<file path="src/rtl/mini_cpu_pipe.sv">
// mini_cpu_pipe: 3-stage pipelined mini CPU (IF -> ID -> EX/WB).
// Has operand forwarding from EX into ID, a branch/jump flush, HALT, run/stall
// control and a combinational debug register read port.
// Optional feature: define MINI_CPU_MUL_EN to make op 9 a single-cycle MUL;
// without it op 9 is a NOP and no multiplier is built.
module mini_cpu_pipe #(
    parameter int DATA_W = 16,
    parameter int NREGS  = 16,
    parameter int PC_W   = 8
) (
    input  logic              clk,
    input  logic              reset,
    input  logic              run,
    output logic [PC_W-1:0]   imem_addr,
    input  logic [15:0]       imem_data,
    input  logic [3:0]        dbg_raddr,
    output logic [DATA_W-1:0] dbg_rdata,
    output logic              flag_n,
    output logic              flag_z,
    output logic              retire,
    output logic              halted
);

    localparam logic [3:0] OP_LOADI = 4'h0;
    localparam logic [3:0] OP_ADD   = 4'h1;
    localparam logic [3:0] OP_SUB   = 4'h2;
    localparam logic [3:0] OP_AND   = 4'h3;
    localparam logic [3:0] OP_OR    = 4'h4;
    localparam logic [3:0] OP_CMP   = 4'h5;
    localparam logic [3:0] OP_JMP   = 4'h6;
    localparam logic [3:0] OP_BZ    = 4'h7;
    localparam logic [3:0] OP_BN    = 4'h8;
`ifdef MINI_CPU_MUL_EN
    localparam logic [3:0] OP_MUL   = 4'h9;
`endif
    localparam logic [3:0] OP_HALT  = 4'hF;

    // Fetch / ID stage
    logic [PC_W-1:0]   r_pc;
    logic              r_id_valid;
    logic [15:0]       r_id_insn;
    // EX stage (operands already resolved in ID)
    logic              r_ex_valid;
    logic [3:0]        r_ex_op;
    logic [3:0]        r_ex_rd;
    logic [7:0]        r_ex_imm;
    logic [DATA_W-1:0] r_ex_a;
    logic [DATA_W-1:0] r_ex_b;
    // Architectural state
    logic              r_flag_n;
    logic              r_flag_z;
    logic              r_retire;
    logic              r_halted;
    logic [DATA_W-1:0] r_regs [NREGS];

    logic [DATA_W-1:0] w_ex_res;
    logic              w_ex_wr;
    logic              w_ex_setf;
    logic              w_ex_jmp;
    logic              w_ex_halt;
    logic              w_we;
    logic [PC_W-1:0]   w_target;
    logic [3:0]        w_rs1;
    logic [3:0]        w_rs2;
    logic [DATA_W-1:0] w_rs1_val;
    logic [DATA_W-1:0] w_rs2_val;

    assign w_rs1    = r_id_insn[7:4];
    assign w_rs2    = r_id_insn[3:0];
    assign w_target = PC_W'(r_ex_imm);
    assign w_we     = w_ex_wr && (int'(r_ex_rd) < NREGS);

    // EX: compute result, write/flag enables and control-flow decision
    always_comb begin
        // NOTE: every output of this block gets a default first, so no path
        // through the case statement can leave a latch behind.
        w_ex_res  = '0;
        w_ex_wr   = 1'b0;
        w_ex_setf = 1'b0;
        w_ex_jmp  = 1'b0;
        w_ex_halt = 1'b0;
        if (r_ex_valid) begin
            case (r_ex_op)
                OP_LOADI: begin w_ex_res = DATA_W'($signed(r_ex_imm)); w_ex_wr = 1'b1; w_ex_setf = 1'b1; end
                OP_ADD:   begin w_ex_res = r_ex_a + r_ex_b; w_ex_wr = 1'b1; w_ex_setf = 1'b1; end
                OP_SUB:   begin w_ex_res = r_ex_a - r_ex_b; w_ex_wr = 1'b1; w_ex_setf = 1'b1; end
                OP_AND:   begin w_ex_res = r_ex_a & r_ex_b; w_ex_wr = 1'b1; w_ex_setf = 1'b1; end
                OP_OR:    begin w_ex_res = r_ex_a | r_ex_b; w_ex_wr = 1'b1; w_ex_setf = 1'b1; end
                OP_CMP:   begin w_ex_res = r_ex_a - r_ex_b; w_ex_setf = 1'b1; end
`ifdef MINI_CPU_MUL_EN
                OP_MUL:   begin w_ex_res = r_ex_a * r_ex_b; w_ex_wr = 1'b1; w_ex_setf = 1'b1; end
`endif
                OP_JMP:   w_ex_jmp = 1'b1;
                // Flags already hold the result of the preceding instruction
                OP_BZ:    w_ex_jmp = r_flag_z;
                OP_BN:    w_ex_jmp = r_flag_n;
                OP_HALT:  w_ex_halt = 1'b1;
                default:  ;
            endcase
        end
    end

    // ID: register read with bypass of the value EX writes this cycle
    always_comb begin
        w_rs1_val = '0;
        w_rs2_val = '0;
        if (int'(w_rs1) < NREGS) begin
            w_rs1_val = (w_we && r_ex_rd == w_rs1) ? w_ex_res : r_regs[w_rs1];
        end
        if (int'(w_rs2) < NREGS) begin
            w_rs2_val = (w_we && r_ex_rd == w_rs2) ? w_ex_res : r_regs[w_rs2];
        end
    end

    // Pipeline control: fetch, stage advance, flush, halt and flags
    always_ff @(posedge clk) begin
        // NOTE: all sequential state uses non-blocking assignments so every
        // register samples the pre-edge values of the others.
        if (reset) begin
            r_pc       <= '0;
            r_id_valid <= 1'b0;
            r_id_insn  <= '0;
            r_ex_valid <= 1'b0;
            r_ex_op    <= '0;
            r_ex_rd    <= '0;
            r_ex_imm   <= '0;
            r_ex_a     <= '0;
            r_ex_b     <= '0;
            r_flag_n   <= 1'b0;
            r_flag_z   <= 1'b0;
            r_retire   <= 1'b0;
            r_halted   <= 1'b0;
        end else if (run) begin
            r_retire <= r_ex_valid;
            if (w_ex_setf) begin
                r_flag_n <= w_ex_res[DATA_W-1];
                r_flag_z <= (w_ex_res == '0);
            end
            if (w_ex_halt) begin
                // pc is deliberately left where it is from here on
                r_halted   <= 1'b1;
                r_id_valid <= 1'b0;
                r_ex_valid <= 1'b0;
            end else if (w_ex_jmp) begin
                r_pc       <= w_target;
                r_id_valid <= 1'b0;
                r_ex_valid <= 1'b0;
            end else if (!r_halted) begin
                r_pc       <= r_pc + PC_W'(1);
                r_id_valid <= 1'b1;
                r_id_insn  <= imem_data;
                r_ex_valid <= r_id_valid;
                r_ex_op    <= r_id_insn[15:12];
                r_ex_rd    <= r_id_insn[11:8];
                r_ex_imm   <= r_id_insn[7:0];
                r_ex_a     <= w_rs1_val;
                r_ex_b     <= w_rs2_val;
            end
        end
    end

    // Register file: written at the end of EX, cleared by reset
    always_ff @(posedge clk) begin
        if (reset) begin
            // NOTE: the register file is built from flops, so clearing every
            // entry on reset is legal; a RAM-based file could not do this.
            for (int i = 0; i < NREGS; i++) r_regs[i] <= '0;
        end else if (run && w_we) begin
            r_regs[r_ex_rd] <= w_ex_res;
        end
    end

    assign imem_addr = r_pc;
    assign dbg_rdata = (int'(dbg_raddr) < NREGS) ? r_regs[dbg_raddr] : '0;
    assign flag_n    = r_flag_n;
    assign flag_z    = r_flag_z;
    assign retire    = r_retire & run;
    assign halted    = r_halted;

endmodule

</file>
<file path="config.mk">
export PLATFORM = sky130hd
export DESIGN_NAME = mini_cpu_pipe
export DESIGN_NICKNAME = d
export VERILOG_FILES = /design/src/rtl/mini_cpu_pipe.sv
export SDC_FILE = /design/constraint.sdc
export NUM_CORES = 1
export LEC_CHECK = 0
export ABC_AREA = 1
export BUFFER_PORTS_ARGS = -buffer_cell sky130_fd_sc_hd__buf_4
export CAP_MARGIN = 30
export CELL_PAD_IN_SITES_DETAIL_PLACEMENT = 1
export CELL_PAD_IN_SITES_GLOBAL_PLACEMENT = 1
export CORE_ASPECT_RATIO = 0.6
export CORE_UTILIZATION = 44
export CTS_BUF_LIST = sky130_fd_sc_hd__clkbuf_8
export DETAILED_ROUTE_END_ITERATION = 6
export GPL_ROUTABILITY_DRIVEN = 0
export PLACE_DENSITY = 0.84
export SYNTH_ARGS = -nofsm -noshare
export SYNTH_HDL_FRONTEND = slang
export SYNTH_SLANG_ARGS = --single-unit
</file>
<file path="constraint.sdc">
create_clock -name clk -period 3.49 [get_ports clk]
set_input_delay 0.5235 -clock clk [delete_from_list [all_inputs] [get_ports clk]]
set_output_delay 0.5235 -clock clk [all_outputs]
set_load 0.005 [all_outputs]
</file>
==> out/metrics.yaml, run 1 <==
global_routing:
  grt_first_pass_wirelength_mm: 134
  grtUsageTotal_pct: 35.8
  antenna_found_initial: 0
  grt_pass1_vias: 22500
  grt_max_degree: 125
  grt_overflow: 0
die:
  initial_core_util_pct: 45.2
  die_h_um: 172
  io_pins: 51
  die_w_um: 285
  die_area_um2: 49000
  fp.coreArea_um2: 46900
  rows: 61
timing:
  fin_setup_tns_ns: 0
  finalMaxSlewViolations: 0
  fin_skew_ns: 0.0492
  period_needed_ns: 3.37
  max_freq_mhz: 297
  setup_ws_ns: 0.124
  max_slew_margin_pct: 29.1
  worst_pin_slew_ns: 1.06
  fin_crit_sh_pct: 96.4
  setup_viol: 0
  worst_hold_slack_ns: 0.104
  finalHoldViolCount: 0
yosys:
  synth_top_area_share_pct: 36.3
  synth_compound_area_share_pct: 24.6
  ys_top_cells_by_area: "edfxtp_1 36%, o21ai_0 9.9%, a21oi_1 7.6%"
  synth_ff_type: "edfxtp_1"
  synth_cells: 2829
  synth_commonest_cells: "417 x o21ai_0, 401 x nor2_1, 393 x nand2_1"
  synth-adder-area-share_pct: 1.22
  ys_seq_area_share_pct: 43.7
  yosys.area.top_type: "edfxtp_1"
  synth_xor_area_share_pct: 0.786
  synth.most_common_cell: "o21ai_0"
  muxShareOfSynthArea_pct: 0
  synth_enable_flop_cells: 256
  syn-num-nets: 2872
  synth_top_family_by_area: "compound AO/OA/AOI/OAI gates"
  syn_area_um2: 21200
  async_reset_ff_share_pct: 0
  yosys.area_share.simple_pct: 21.1
  ys_ff_latch: 334
  ys_warn_count: 0
  synth_area_per_cell_um2: 7.48
  ys_types: 44
status:
  status: "complete, no violations"
finish:
  drive_gt1_share_pct: 11.3
  multiInputGateArea_um2: 10300
  fin_area_um2: 23800
  stdcell_count: 3496
  utilization_pct: 50.8
  area_growth_pct: 12.5
  regArea_um2: 9270
  fin_nets: 2863
  fillCellCount: 5871
  diodes: 0
clock_network:
  cts-root-to-sink-buffers: 3
  cts.sinks: 334
  insertion_delay_ns: 0.66
  path_clk_slew_ns: 0.07
  cts_tree: "yes"
  hold_buffers: 0
  htreeDepth: 2
  cts_root_buffer: "clkbuf_8"
  cts_inserted_buffers: 55
worst_setup_path:
  critPathArrivalTime_ns: 3.85
  path_cells: "inv_2 -> nand2_1 -> nor2_2 -> nor2_4 -> buf_6 -> nand2_1 -> xor2_1 -> ha_1 -> buf_4 -> inv_1 -> nand2_1 -> nand3_1 -> nand2_1 -> nand2_1 -> nand3_1 -> a21oi_4 -> nor2_2 -> nand3_1 -> nor2_1 -> nand2_1 -> a21oi_1"
  crit_top_cell: "nand2_1"
  cpLargestDelayFamily: "simple AND/OR/NAND/NOR gates"
  cpPeakStageDelay_ns: 0.35
  r2r-start: "r_ex_op[3]"
  crit_fanout: 7
  cp-end-kind: "flip-flop"
  critical_path_buf_inv_count: 4
  crit_start: "r_ex_op[3]"
  crit_path_start_kind: "flip-flop"
  crit_required_ns: 3.98
  critical_path_class: "reg2reg"
  critPathSlowestCell: "dfxtp_1"
flow_run:
  maxCapViolations: 0
hold_path:
  min_path_type: "in2reg"
  worstHoldStart: "imem_data[15]"
routing:
  drt-wirelength-per-cell_um: 25.7
  drtAntennaViolNets: 0
  finalWirelength_mm: 90.0
  first_pass_iters: 7
  via_per_inst: 6.54
  vias: 22900
  drt_iter0_drc: 3043
  drc: 0
placed_design:
  dp_slack_ns: -0.226
  io_buffers: 50
  placedCellCount: 3382
  dp_hpwl_mm: 57.8
  placed_area_um2: 22400
pwr:
  p_total_mw: 10.8
  power.density_nw_per_um2: 454
  ir_worst_vdd_mv: 0.280
  leakage_nw: 9.01
## registers in the layout, summed over array words and instances, names as in the netlist
signal / cells
r_regs: 256
r_ex_a: 16
r_ex_b: 16
r_id_insn: 16
imem_addr: 8
r_ex_imm: 8
r_ex_op: 4
r_ex_rd: 4
flag_n: 1
flag_z: 1
halted: 1
r_ex_valid: 1
r_id_valid: 1
r_retire: 1
## final timing paths
| path | cells after the start | slack [ns] | endpoint |
|---|---|---|---|
| hold reg to reg | 2 | 0.48 | r_ex_rd[1] |
| setup reg to reg | 21 | 0.12 | flag_z |
| setup / recovery | 21 | 0.12 | flag_z |
| hold / removal | 3 | 0.10 | r_id_insn[15] |
## power breakdown
| part | switching (mW) | total [mW] | leakage [nW] | internal [mW] |
|---|---|---|---|---|
| clock | 1.77 | 3.51 | 0.636 | 1.74 |
| combinational | 1.81 | 2.67 | 5.08 | 0.854 |
| sequential | 0.195 | 4.64 | 3.29 | 4.44 |
## tightest hold or removal path, cell delays in order
cell and delay, ns:
buf_4 0.08, nor2_1 0.03, nor2_1 0.09
## logic make-up (layout without fill, tap and decap cells)
logic type               Yosys count  after routing
adder cells (fa/ha/maj)           20             20
AO/OA/AOI/OAI                    940            940
flip-flops                       334            334
AND/OR/NAND/NOR                 1057           1057
buffers and inverters            459            496
XOR/XNOR                          19             19
## timing repair
item / 4_1_cts / 5_1_grt
setup buffers: 0 / 9
pin swaps: 0 / 12
setup endpoints to repair: 67 / 139
endpoints found under the hold margin: 0 / 0
cloned: 0 / 2
resized for setup: 10 / 44
## layout by cell type, fill, tap and decap left out, drive strengths merged
| cell type | instances |
|---|---|
| a211oi | 2 |
| a21o | 1 |
| a21oi | 322 |
| a31oi | 18 |
| and3 | 2 |
| buf | 157 |
| bufinv | 1 |
| clkbuf | 66 |
| clkinv | 13 |
| clkinvlp | 2 |
| dfxtp | 78 |
| edfxtp | 256 |
| fa | 1 |
| ha | 19 |
| inv | 257 |
| nand2 | 410 |
| nand3 | 206 |
| nand3b | 4 |
| nand4 | 6 |
| nor2 | 414 |
| nor3 | 9 |
| nor4 | 2 |
| nor4b | 2 |
| o211ai | 141 |
| o21ai | 427 |
| o21bai | 1 |
| o221ai | 23 |
| o22ai | 3 |
| o31ai | 2 |
| or2 | 2 |
| xnor2 | 6 |
| xor2 | 13 |
## area by class of cell
| type | instances | area share [%] |
|---|---|---|
| multi-input cells | 2036 | 43.1 |
| flip-flops and latches | 334 | 38.9 |
| repair buffers | 159 | 6.40 |
| inverters | 234 | 3.73 |
| clock buffers | 64 | 3.70 |
| well taps | 630 | 3.31 |
| clock inverters | 39 | 0.778 |
## routing by layer
layer  track usage (%)  up-vias  wire (um)
met5                 0        -          0
met4              13.1        0       3000
met1              50.6    11200      37000
li1                  -     9772          -
met2              54.6     1579      39200
met3              6.70      260      10800
No activity file was read; power rests on OpenSTA's default activity.
==> run 2, diff against run 1 <==
--- a/config.mk
+++ b/config.mk
@@ -5,17 +5,18 @@
 export SDC_FILE = /design/constraint.sdc
 export NUM_CORES = 1
 export LEC_CHECK = 0
-export ABC_AREA = 1
+export ABC_AREA = 0
 export BUFFER_PORTS_ARGS = -buffer_cell sky130_fd_sc_hd__buf_4
 export CAP_MARGIN = 30
 export CELL_PAD_IN_SITES_DETAIL_PLACEMENT = 1
 export CELL_PAD_IN_SITES_GLOBAL_PLACEMENT = 1
 export CORE_ASPECT_RATIO = 0.6
-export CORE_UTILIZATION = 44
+export CORE_UTILIZATION = 49
 export CTS_BUF_LIST = sky130_fd_sc_hd__clkbuf_8
 export DETAILED_ROUTE_END_ITERATION = 6
 export GPL_ROUTABILITY_DRIVEN = 0
 export PLACE_DENSITY = 0.84
+export SETUP_SLACK_MARGIN = 0.3
 export SYNTH_ARGS = -nofsm -noshare
 export SYNTH_HDL_FRONTEND = slang
 export SYNTH_SLANG_ARGS = --single-unit
==> out/metrics.yaml, run 2 <==
yosys:
  synth_enable_flop_cells: 256  # unchanged
  async_reset_ff_share_pct: 0  # unchanged
  synth.most_common_cell: "nor2_1"  # was o21ai_0
  synth_commonest_cells: "344 x nor2_1, 256 x edfxtp_1, 240 x mux4_2"  # was 417 x o21ai_0, 401 x nor2_1, 393 x nand2_1
  ys_top_cells_by_area: "edfxtp_1 39%, mux4_2 27%, dfxtp_1 7.9%"  # was edfxtp_1 36%, o21ai_0 9.9%, a21oi_1 7.6%
  ys_seq_area_share_pct: 46.5  # was 43.7%
  ys_ff_latch: 334  # unchanged
  synth_cells: 1584  # was 2,829
  ys_types: 70  # was 44
  syn-num-nets: 1627  # was 2,872
  syn_area_um2: 19900  # was 21,200 um2
  yosys.area.top_type: "edfxtp_1"  # unchanged
  synth_ff_type: "edfxtp_1"  # unchanged
  synth_top_area_share_pct: 38.7  # was 36.3%
  ys_warn_count: 0  # unchanged
  synth_area_per_cell_um2: 12.6  # was 7.48 um2
routing:
  drtAntennaViolNets: 0  # unchanged
  drt-wirelength-per-cell_um: 36.1  # was 25.7 um
  drt_iter0_drc: 2742  # was 3,043
  via_per_inst: 7.34  # was 6.54
  first_pass_iters: 6  # was 7
  drc: 0  # unchanged
  vias: 17000  # was 22,900
  finalWirelength_mm: 83.3  # was 90.0 mm
global_routing:
  antenna_found_initial: 2  # was 0
  grtUsageTotal_pct: 38.0  # was 35.8%
  grt_overflow: 0  # unchanged
  grt_max_degree: 96  # was 125
  grt_first_pass_wirelength_mm: 112  # was 134 mm
  grt_pass1_vias: 16700  # was 22,500
worst_setup_path:
  cpPeakStageDelay_ns: 0.39  # was 0.35 ns
  critPathSlowestCell: "nor4_4"  # was dfxtp_1
  crit_top_cell: "buf_4"  # was nand2_1
  critPathArrivalTime_ns: 4.46  # was 3.85 ns
  crit_required_ns: 3.98  # about the same
  worstReg2RegEnd: "r_regs[15][15]"  # was flag_z
  reg2reg_slack_ns: -0.48  # was 0.12 ns
  crit_path_start_kind: "flip-flop"  # unchanged
  critical_path_class: "reg2reg"  # unchanged
  r2r_cells: 17  # was 21
  cp-end-kind: "flip-flop"  # unchanged
  critical_path_buf_inv_count: 3  # was 4
  crit_fanout: 8  # was 7
  r2r-start: "r_ex_b[5]"  # was r_ex_op[3]
  cpLargestDelayFamily: "compound AO/OA/AOI/OAI gates"  # was simple AND/OR/NAND/NOR gates
  path_cells: "nor4_4 -> nor2b_4 -> buf_6 -> a31o_4 -> nand2_4 -> xnor2_2 -> ha_1 -> a211o_1 -> a21oi_2 -> o31ai_2 -> a311oi_2 -> buf_4 -> xnor2_4 -> o21ai_4 -> buf_4 -> nand2_8 -> nor2_1"  # was inv_2 -> nand2_1 -> nor2_2 -> nor2_4 -> buf_6 -> nand2_1 -> xor2_1 -> ha_1 -> buf_4 -> inv_1 -> nand2_1 -> nand3_1 -> nand2_1 -> nand2_1 -> nand3_1 -> a21oi_4 -> nor2_2 -> nand3_1 -> nor2_1 -> nand2_1 -> a21oi_1
die:
  die_area_um2: 41400  # was 49,000 um2
  io_pins: 51  # unchanged
  rows: 56  # was 61
  die_h_um: 158  # was 172 um
  fp.coreArea_um2: 39500  # was 46,900 um2
  die_w_um: 262  # was 285 um
  initial_core_util_pct: 50.3  # was 45.2%
hold_path:
  min_path_type: "in2reg"  # unchanged
  whs_path_depth: 3  # unchanged
  worstHoldStart: "imem_data[4]"  # was imem_data[15]
  min_to: "r_id_insn[4]"  # was r_id_insn[15]
finish:
  fin_area_um2: 24700  # was 23,800 um2
  max_flop_register: "r_regs"  # unchanged
  final_cell_mix: "256 x edfxtp_1, 249 x nor2_1, 240 x mux4_2"  # was 417 x o21ai_0, 395 x nor2_1, 383 x nand2_1
  final_common_cell: "edfxtp_1"  # was o21ai_0
  largest_reg_flops: 256  # unchanged
  fin_nets: 1788  # was 2,863
  area_growth_pct: 24.4  # was 12.5%
  drive_gt1_share_pct: 44.0  # was 11.3%
status:
  violations: "setup timing"
  status: "finished, violations left"  # was complete, no violations
timing:
  finalHoldViolCount: 0  # unchanged
  finalMaxSlewViolations: 0  # unchanged
  setup_viol: 144  # was 0
  max_slew_margin_pct: 42.8  # was 29.1%
  setup_ws_ns: -0.479  # was 0.124 ns
  worst_pin_slew_ns: 0.858  # was 1.06 ns
  fin_crit_sh_pct: 114  # was 96.4%
  period_needed_ns: 3.97  # was 3.37 ns
  worst_hold_slack_ns: 0.130  # was 0.104 ns
  rsz0062_at_grt: "true"
  fin_setup_tns_ns: -39.42  # was 0 ns
  fin_skew_ns: 0.0298  # was 0.0492 ns
  max_freq_mhz: 252  # was 297 MHz
placed_design:
  placed_area_um2: 21600  # was 22,400 um2
  dp_hpwl_mm: 49.8  # was 57.8 mm
  dp_slack_ns: -0.471  # was -0.226 ns
  io_buffers: 50  # unchanged
clock_network:
  cts_root_buffer: "clkbuf_8"  # unchanged
  cts_tree: "yes"  # unchanged
  path_clk_slew_ns: 0.08  # was 0.07 ns
  cts_inserted_buffers: 53  # was 55
  insertion_delay_ns: 0.66  # about the same
  cts.sinks: 334  # unchanged
  htreeDepth: 2  # unchanged
  cts-root-to-sink-buffers: 3  # unchanged
pwr:
  leakage_nw: 8.43  # was 9.01 nW
  power.density_nw_per_um2: 425  # was 454 nW/um2
  p_total_mw: 10.5  # was 10.8 mW
  ir_worst_vdd_mv: 0.283  # was 0.280 mV
flow_run:
  maxCapViolations: 0  # unchanged
-- run 2: cell types whose count changed in the layout (fill, tap and decap cells not counted), moves of 22 or more --
cell	before	now
a21oi_1	314	66
buf_4	130	191
buf_6	5	27
inv_1	244	23
mux4_2	0	240
nand2_1	383	105
nand2b_1	0	26
nand3_1	206	14
nor2_1	395	249
nor2_4	7	80
o211ai_1	141	5
o21ai_0	417	15
o221ai_1	23	0
-- run 2: final cells by class --
type | instances | area [um2]
Tap cell | 522 | 653
Clock buffer | 62 | 853
Multi-Input combinational cell | 1096 | 11300
Timing Repair Buffer | 251 | 2430
Antenna cell | 1 | 2.50
Inverter | 9 | 33.8
Sequential cell | 334 | 9270
Fill cell | 3816 | 14800
Clock inverter | 36 | 218
-- run 2: logic make-up (layout without fill, tap and decap cells) --
group | Yosys count | in the layout | synth area share, %
and+or+nand+nor | 570 | 571 | 12.4
buffers and inverters | 155 | 358 | 3.21
DFF | 334 | 334 | 46.5
muxes | 250 | 250 | 27.7
other | 0 | 1 | 0
adders and majority gates | 20 | 20 | 1.30
AOI/OAI and AO/OA | 223 | 223 | 7.46
xor gates and xnor gates | 32 | 32 | 1.41
-- run 2: worst max path at each step --
stage                    start        endpoint  depth (start not counted)
floorplan           r_ex_op[0]  r_regs[10][13]                         12
global placement     r_ex_b[5]   r_regs[0][15]                         15
detailed placement   r_ex_b[5]   r_regs[2][15]                         15
CTS                 r_ex_op[1]          flag_z                         15
global route         r_ex_b[5]  r_regs[15][15]                         17
finish               r_ex_b[5]  r_regs[15][15]                         17
-- run 2: worst reg2reg max path, cell delays in order (launching register included) --
cell and delay [ns]:
dfxtp_4 0.36, nor4_4 0.39, nor2b_4 0.26, buf_6 0.12
a31o_4 0.18, nand2_4 0.06, xnor2_2 0.15, ha_1 0.34
a211o_1 0.34, a21oi_2 0.17, o31ai_2 0.09, a311oi_2 0.37
buf_4 0.21, xnor2_4 0.07, o21ai_4 0.27, buf_4 0.20
nand2_8 0.09, nor2_1 0.16
-- run 2: per-layer routing --
metal / track usage, % / wire length, um / up-vias
met4: 15.6 / 4260 / 6
met5: 0 / 110 / -
met3: 11.4 / 11700 / 342
met2: 57.2 / 37900 / 1552
li1: - / - / 6433
met1: 51.6 / 29400 / 8636
-- run 2: power breakdown --
part	total [mW]	switching [mW]	internal [mW]	leakage [nW]
combinational	2.30	1.23	1.07	4.55
sequential	4.62	0.194	4.42	3.28
clock	3.61	1.83	1.77	0.603
total	10.5	3.25	7.27	8.43
-- run 2: timing repair --
item / 4_1_cts / 5_1_grt
gates resized for setup: 148 / 183
endpoints found under the setup margin: 239 / 256
buffers inserted: 29 / 32
cloned: 3 / 3
hold buffers: 0 / 0
pin swaps: 51 / 52
-- run 2: metrics by stage --
| stage | instances | utilization [%] |
|---|---|---|
| floorplan | 1584 | - |
| global placement | 2144 | 54.7 |
| detailed placement | 2144 | 54.7 |
| CTS | 2274 | 59.8 |
| global route | 2311 | 62.6 |
| finish | 2311 | 62.6 |
